### config.mk
export PLATFORM = sky130hd
export DESIGN_NAME = pulse_meter
export DESIGN_NICKNAME = d
export VERILOG_FILES = /design/src/rtl/pulse_meter.sv
export SDC_FILE = /design/constraint.sdc
export NUM_CORES = 1
export LEC_CHECK = 0
export BUFFER_PORTS_ARGS = -buffer_cell sky130_fd_sc_hd__buf_2
export CORE_UTILIZATION = 53
export DETAILED_ROUTE_END_ITERATION = 6
export PLACE_DENSITY_LB_ADDON = 0.15
export SYNTH_ARGS = -nofsm -noshare
export SYNTH_HDL_FRONTEND = slang
export SYNTH_SLANG_ARGS = --single-unit
### constraint.sdc
create_clock -name clock -period 2.4 [get_ports clock]
set_input_delay 0.12 -clock clock [delete_from_list [all_inputs] [get_ports clock]]
set_output_delay 0.12 -clock clock [all_outputs]
set_load 0.02 [all_outputs]
### src/rtl/pulse_meter.sv
// pulse_meter: measures the width, in clock cycles, of each high pulse on
// `in` and hands every measured width to a byte consumer over a 4-phase
// dav_/rfd handshake.  A small FIFO buffers widths measured while the
// consumer is busy.
//
// Optional feature macro: PULSE_METER_OVF_EN
//   defined   -> `ovf` port present; sticky flag set when a width is dropped
//   undefined -> no `ovf` port; dropped widths are silently discarded
//
// Handshake (producer side): data is valid while dav_==0 and never changes
// while dav_==0.  The producer only lowers dav_ when rfd==1.  It raises dav_
// once the consumer drops rfd.  It then waits for rfd to return to 1 before
// it may offer the next value.
//
// dbg_state exposes the output FSM state (0=IDLE, 1=PRESENT, 2=RELEASE).
module pulse_meter #(
  parameter int W     = 8,
  parameter int DEPTH = 4
) (
  input  logic         clock,
  input  logic         reset_,
  input  logic         in,
  output logic         dav_,
  input  logic         rfd,
  output logic [W-1:0] data,
`ifdef PULSE_METER_OVF_EN
  output logic         ovf,
`endif
  output logic [1:0]   dbg_state
);

  localparam int AW = (DEPTH > 1) ? $clog2(DEPTH) : 1;
  localparam logic [AW:0] FULL_COUNT = (AW+1)'(DEPTH);

  typedef enum logic [1:0] {
    IDLE    = 2'd0,
    PRESENT = 2'd1,
    RELEASE = 2'd2
  } state_t;

  // ---------------------------------------------------------------------
  // Input register and width counter
  // ---------------------------------------------------------------------
  logic         in_q;
  logic [W-1:0] cnt_q, cnt_d;
  logic         push;

  // Count while the registered input is high (saturating).  The first low
  // sample after a non-zero count ends the pulse and requests a push.
  always_comb begin
    cnt_d = cnt_q;
    push  = 1'b0;
    if (in_q) begin
      if (cnt_q != {W{1'b1}}) begin
        cnt_d = cnt_q + 1'b1;
      end
    end else if (cnt_q != '0) begin
      push  = 1'b1;
      cnt_d = '0;
    end
  end

  // Input sampling and counter state.
  always_ff @(posedge clock) begin
    if (!reset_) begin
      in_q  <= 1'b0;
      cnt_q <= '0;
    end else begin
      in_q  <= in;
      cnt_q <= cnt_d;
    end
  end

  // ---------------------------------------------------------------------
  // FIFO
  // ---------------------------------------------------------------------
  logic [W-1:0]  mem_q [DEPTH];
  logic [AW-1:0] wr_ptr_q, wr_ptr_d;
  logic [AW-1:0] rd_ptr_q, rd_ptr_d;
  logic [AW:0]   count_q, count_d;
  logic          fifo_empty;
  logic          fifo_full;
  logic          pop;
  logic          push_ok;

  assign fifo_empty = (count_q == '0);
  assign fifo_full  = (count_q == FULL_COUNT);

  // A push into a full FIFO is accepted only if a pop frees the slot in the
  // same cycle; otherwise the width is dropped and the FIFO is unchanged.
  assign push_ok = push && (!fifo_full || pop);

  // Pointer and occupancy update for simultaneous push/pop.
  always_comb begin
    wr_ptr_d = wr_ptr_q;
    rd_ptr_d = rd_ptr_q;
    count_d  = count_q;
    if (push_ok) begin
      wr_ptr_d = wr_ptr_q + 1'b1;
    end
    if (pop) begin
      rd_ptr_d = rd_ptr_q + 1'b1;
    end
    case ({push_ok, pop})
      2'b10:   count_d = count_q + 1'b1;
      2'b01:   count_d = count_q - 1'b1;
      default: count_d = count_q;
    endcase
  end

  // FIFO pointers and occupancy.
  always_ff @(posedge clock) begin
    if (!reset_) begin
      wr_ptr_q <= '0;
      rd_ptr_q <= '0;
      count_q  <= '0;
    end else begin
      wr_ptr_q <= wr_ptr_d;
      rd_ptr_q <= rd_ptr_d;
      count_q  <= count_d;
    end
  end

  // FIFO storage; contents are don't-care while unoccupied, so no reset.
  always_ff @(posedge clock) begin
    if (reset_ && push_ok) begin
      mem_q[wr_ptr_q] <= cnt_q;
    end
  end

  // ---------------------------------------------------------------------
  // Output handshake FSM
  // ---------------------------------------------------------------------
  state_t       state_q, state_d;
  logic [W-1:0] data_q, data_d;

  // Next state and load decision; data only changes on IDLE->PRESENT.
  always_comb begin
    state_d = state_q;
    data_d  = data_q;
    pop     = 1'b0;
    case (state_q)
      IDLE: begin
        if (!fifo_empty && rfd) begin
          pop     = 1'b1;
          data_d  = mem_q[rd_ptr_q];
          state_d = PRESENT;
        end
      end
      PRESENT: begin
        if (!rfd) begin
          state_d = RELEASE;
        end
      end
      RELEASE: begin
        if (rfd) begin
          state_d = IDLE;
        end
      end
      default: begin
        state_d = IDLE;
      end
    endcase
  end

  // FSM state and output data register.
  always_ff @(posedge clock) begin
    if (!reset_) begin
      state_q <= IDLE;
      data_q  <= '0;
    end else begin
      state_q <= state_d;
      data_q  <= data_d;
    end
  end

  assign dav_      = (state_q != PRESENT);
  assign data      = data_q;
  assign dbg_state = state_q;

`ifdef PULSE_METER_OVF_EN
  logic ovf_q;
  logic drop;

  assign drop = push && fifo_full && !pop;

  // Sticky overflow: set on any dropped width, cleared only by reset.
  always_ff @(posedge clock) begin
    if (!reset_) begin
      ovf_q <= 1'b0;
    end else if (drop) begin
      ovf_q <= 1'b1;
    end
  end

  assign ovf = ovf_q;
`endif

endmodule

Word-level counts from Yosys, hierarchy flattened --
Memories as Yosys holds them, arrays and structs flattened. A register that Yosys moved wholly into a read port is not among the register bits. Index checks and enable logic that the tools add are counted.
Storage, ports and cells: bits of input ports 4, output and inout bits 11, memories kept 1, bits in writable memories 32, flip-flop bits (word level) 18, word-level logic and storage cells 52
Memories:
- mem_q | words 4, width 8, read ports 1, clocked after memory_dff 1, write ports 1, RTL line 77 | logic [W-1:0] mem_q [DEPTH];
Operators by class: reductions and logical operators 15, equal/unequal tests 11, add/subtract/negate cells 5, multiplexer cells 14
Operators by type and width (number):
- $mux 8 | 3
- $add 8x1->8 const B | 1
- $ne 8x8->1 const B | 1
- $reduce_bool 8->1 | 1
- $mux 1 | 6
- $mux 2 | 3
- $ne 2x2->1 const B | 3
- $pmux 2 s3 | 1
- $pmux 3 s2 | 1
- $add 2x1->2 const B | 2
- $eq 2x1->1 const B | 2
- $eq 2x2->1 const B | 2
- $ne 2x1->1 const B | 2
- $reduce_and 2->1 | 2
- $reduce_bool 2->1 | 2
- $add 3x1->3 const B | 1
- $eq 3x3->1 const B | 1
- $logic_and 1x1->1 | 3
- $logic_not 1->1 | 3
- $logic_not 3->1 | 1
- $reduce_and 3->1 | 1
- $sub 3x1->3 const B | 1
- $logic_not 2->1 | 1
- $logic_or 1x1->1 | 1

Depth between registers and ports, before layout --
depth after elaboration 10, mapped depth 11, gate-level depth less buffers 11

Worst setup path after synthesis --
OpenSTA, ideal clock, no wires.
kind reg2reg, start point reg cnt_q[0], end point reg count_q[2], setup slack 0.034 ns, path buffers 0, required time 2.324 ns, library setup time 0.076 ns, cell stages (with the launch flop) 12, arrival 2.291 ns, period minus slack after synthesis 2.366 ns, cell sequence dfxtp_1 -> inv_1 -> ha_1 -> nor4b_1 -> a221oi_2 -> inv_1 -> ha_1 -> inv_1 -> fa_1 -> xor2_1 -> or3_1 -> a21boi_0
Between the ends: word-level cells in the longest chain between the ends 6, elaborated cells on any way between the ends 8, classes of those cells eq/ne: 2; mux: 3; reduce/logical: 3
Ends and longest elaborated chain:
- start, declared | RTL line 45 | logic [W-1:0] cnt_q, cnt_d;
- start signal, assigned | RTL line 70 | cnt_q <= cnt_d;
- $reduce_bool 8->1 (*) | RTL line 57 | end else if (cnt_q != '0) begin
- $mux 1 (*) | RTL line 57
- $mux 1 (*) | RTL line 53 | if (in_q) begin
- $logic_and 1x1->1 (*) | RTL line 91 | assign push_ok = push && (!fifo_full || pop);
- $eq 2x1->1 or $eq 2x2->1 (tied branches) | RTL line 104 | case ({push_ok, pop})
- $pmux 3 s2 or $reduce_bool 2->1 (tied branches)
- end signal, assigned | RTL line 120 | count_q <= count_d;
- end, declared | RTL line 80 | logic [AW:0] count_q, count_d;
Every way passes the cells marked *; elsewhere a longest branch is shown, timed or not. A chain may end at the register's enable or synchronous reset.

Final worst setup path --
start point in rfd, end point reg count_q[2]
Between the ends: word-level cells in the longest chain between the ends 7, elaborated cells on any way between the ends 9, classes of those cells eq/ne: 2; mux: 3; reduce/logical: 4
Ends and longest elaborated chain:
- start, declared | RTL line 24 | input logic rfd,
- $logic_and 1x1->1 (*) | RTL line 144 | if (!fifo_empty && rfd) begin
- $mux 1 (*) | RTL line 144
- $mux 1 (*) | RTL line 142 | case (state_q)
- $logic_or 1x1->1 | RTL line 91
- $logic_and 1x1->1 | RTL line 91
- $eq 2x1->1 or $eq 2x2->1 (tied branches) | RTL line 104
- $pmux 3 s2 or $reduce_bool 2->1 (tied branches)
Marked as above.

==> reports/results.txt <==
status: complete, no violations
maximum vdd ir drop: 0.3875 mV
syn avg cell area: 13.19 um^2
xor/xnor share of the synthesized area: 2.935%
number of buffers created by CTS: 9
first-iteration detailed-routing DRC count: 52
Reg clk slew, reported paths: 0.06 ns
WP data arrival: 2.56 ns
leakage power: 1.064 nW
Clock Sink Count: 58
slew margin rel.: 58.48%
Final ANT Viol Nets: 0
core region area: 4354 um^2
Worst Skew: 0.006446 ns
Synth cell types: 35
HPWL after DPL: 2.994 mm
Layout area overhead: 18.61%
Synth Area in Compound Gates: 7.128%
Root Buffer: clkbuf_8
initial antenna violation count: 0
Clock Latency Late Sink: 0.33 ns
first-pass GRT wire length: 7.107 mm
placed instance count: 252
class of the worst hold path: input port to register
largest net degree at the start of global routing: 19
post-place instance area: 2585 um^2
H-tree levels: 3
router iterations before antenna repair: 4
CP max-delay cell: dlygate4sd3_1
RSZ-0062 raised after global routing: no
Routed WL: 4.340 mm
Cell Area, Synth: 2387 um^2
drt drc: 0
Nets: 227
routed length per instance: 15.96 um
Tot Pwr: 2.539 mW
simple-gate share of the synthesized area: 12.21%
GRT Total Usage: 20.04%
IO Pins: 15
drt via density: 5.504
grt ovf: 0
Crit. End Element: register
maximum buffer depth of the clock tree: 2
largest family of logic cells by synthesized area: simple AND/OR/NAND/NOR gates
vias in the first global route: 1545
critical path cell sequence: dlygate4sd3_1 -> buf_2 -> or3b_1 -> a221oi_2 -> inv_1 -> ha_2 -> inv_1 -> fa_2 -> xor2_1 -> or3_1 -> a21boi_1
Tmin final: 2.301 ns
CTS tree: yes
Yosys reg bits: 58
Rows: 24
setup violators final: 0
number of non-filler instances in the completed layout: 272
count of input and output buffers: 14
Worst path max stage delay: 0.52 ns
Startpoint Class: input port
Die Ht: 69.12 um
worst endpoint required time: 2.66 ns
Setup CP Type: input port to register
Initial Util: 54.83%
flop2flop setup slack: 0.14 ns
Final Hold Viols: 0
fin util: 65.03%
count of warnings emitted by yosys: 0
area taken by flip-flops and latches: 1483 um^2
finished layout cell area: 2831 um^2
routed vias: 1497
Seq/Total Area, Yosys: 62.05%
RePlAce Congestion: 0.7390
layout cell share with drive strength beyond 1: 26.36%
Multi-input gate area: 863.3 um^2
power density cells: 896.6 nW/um^2
mux share of post-synthesis cell area: 8.438%
Final Cycle Share: 95.88%
Filler cells: 333
Most common cell on crit path: inv_1
slew of the pin with the lowest slew margin: 0.6219 ns
Post-Synth Adder-Cell Area: 4.507%
max_cap viols: 0
Die ar.: 4777 um^2
f_max: 0.4346 GHz
total negative slack: 0 ns
count of final max-slew check failures: 0
antenna cells: 0
CP Max Fanout: 4
Die Width: 69.12 um
syn_nets: 193
synthesized instance count: 181
kinds of logic after synthesis:
logic type | Yosys count
flip-flops | 58
AND/OR/NAND/NOR | 56
AO/OA/AOI/OAI | 24
buffers and inverters | 17
multiplexers | 10
XOR/XNOR | 8
adder cells (fa/ha/maj) | 8
area by class of cell:
type | instances | area share (%)
multi-input cells | 106 | 30.49
inverters | 10 | 1.326
repair buffers | 30 | 6.893
flip-flops and latches | 58 | 52.36
clock buffers | 13 | 5.259
well taps | 52 | 2.298
clock inverters | 3 | 1.370
flip-flops by register name, indices dropped and copies added (netlist names):
signal,cells
mem_q,32
data,8
dbg_state,2
count_q,3
wr_ptr_q,2
in_q,1
cnt_q,8
rd_ptr_q,2
synth_stat cells (all sizes together):
cell / count / area (um^2)
clkbuf: 6 / 22.52
nand3b: 2 / 15.01
fa: 1 / 20.02
nand3: 4 / 20.02
ha: 7 / 87.58
nor2: 1 / 3.750
o21bai: 1 / 7.510
o211ai: 1 / 7.510
nor3b: 3 / 22.52
mux2i: 1 / 10.01
nand2: 25 / 93.84
buf: 1 / 5.000
inv: 9 / 33.78
and3: 7 / 46.29
or3: 1 / 6.260
nand2b: 3 / 18.77
nor3: 2 / 10.01
mux2: 1 / 11.26
xor2: 2 / 17.52
or3b: 1 / 8.760
and2: 6 / 37.54
edfxtp: 32 / 960.9
a21oi: 2 / 10.01
nor4b: 1 / 8.760
clkinv: 1 / 3.750
o22ai: 2 / 12.51
a31oi: 3 / 18.77
a21boi: 10 / 75.07
dfxtp: 26 / 520.5
xnor2: 6 / 52.55
mux4: 8 / 180.2
a221oi: 1 / 15.01
a311oi: 1 / 8.760
o21ai: 3 / 15.01
power by group:
group	internal (mW)	switching (mW)
logic	0.233	0.243
registers	1.12	0.0865
clock network	0.504	0.355
total	1.85	0.684
placed cells by master (no fill, tap or decap), types with 2 or more instances in the layout:
cell type	n
nand3b_1	2
and3_1	5
clkbuf_1	3
and3_2	2
and2_1	6
clkinv_1	2
a21boi_0	9
ha_1	5
inv_1	8
buf_4	14
o22ai_1	2
nand2b_1	3
xnor2_1	6
buf_2	14
edfxtp_1	32
dfxtp_1	25
nand2_1	25
a21oi_1	2
dlygate4sd3_1	2
a31oi_1	3
mux4_2	8
nand3_1	4
nor3_1	2
clkbuf_8	10
o21ai_0	3
ha_2	2
xor2_1	2
nor3b_1	3
repair_timing:
item / CTS / global route
hold buffers: 2 / 0
hold endpoints to repair: 2 / 0
resized for setup: 1 / 7
endpoints found under the setup margin: 1 / 2
pin swaps: 0 / 2
buffers inserted: 0 / 2
worst max-delay path: cells and delay by family:
family / cells / cell delay (ns)
AO/OA/AOI/OAI: 2 / 0.45
buffers and inverters: 4 / 0.82
adder cells (fa/ha/maj): 2 / 0.39
XOR/XNOR: 1 / 0.06
AND/OR/NAND/NOR: 2 / 0.71
layer usage:
| metal | up-vias | wire, um | track usage, % |
|---|---|---|---|
| li1 | 717 | - | - |
| met1 | 744 | 1856 | 22.96 |
| met2 | 31 | 2286 | 33.01 |
| met3 | 5 | 158 | 5.702 |
| met4 | 0 | 39 | 12.47 |
| met5 | - | 0 | 0 |
through the flow:
stage	setup slack [ns]	hold WS, ns
final	0.09879	0.1511
after global routing	0.005088	0.1580
after floorplan	0.03382	0.1961
after detailed placement	-0.005944	0.3296
after global placement	0.1002	0.3188
after CTS	0.02683	0.1381
worst paths after layout:
kind                         start                 endpoint  cells after the start
max                            rfd  count_q[2]$_SDFFE_PN0P_                     11
min                         reset_    cnt_q[1]$_SDFFE_PN0P_                      3
max reg2reg  cnt_q[1]$_SDFFE_PN0P_  count_q[2]$_SDFFE_PN0P_                     12
min reg2reg   data[3]$_SDFFE_PN0P_     data[3]$_SDFFE_PN0P_                      2
Power figures use the tool's default switching activity.
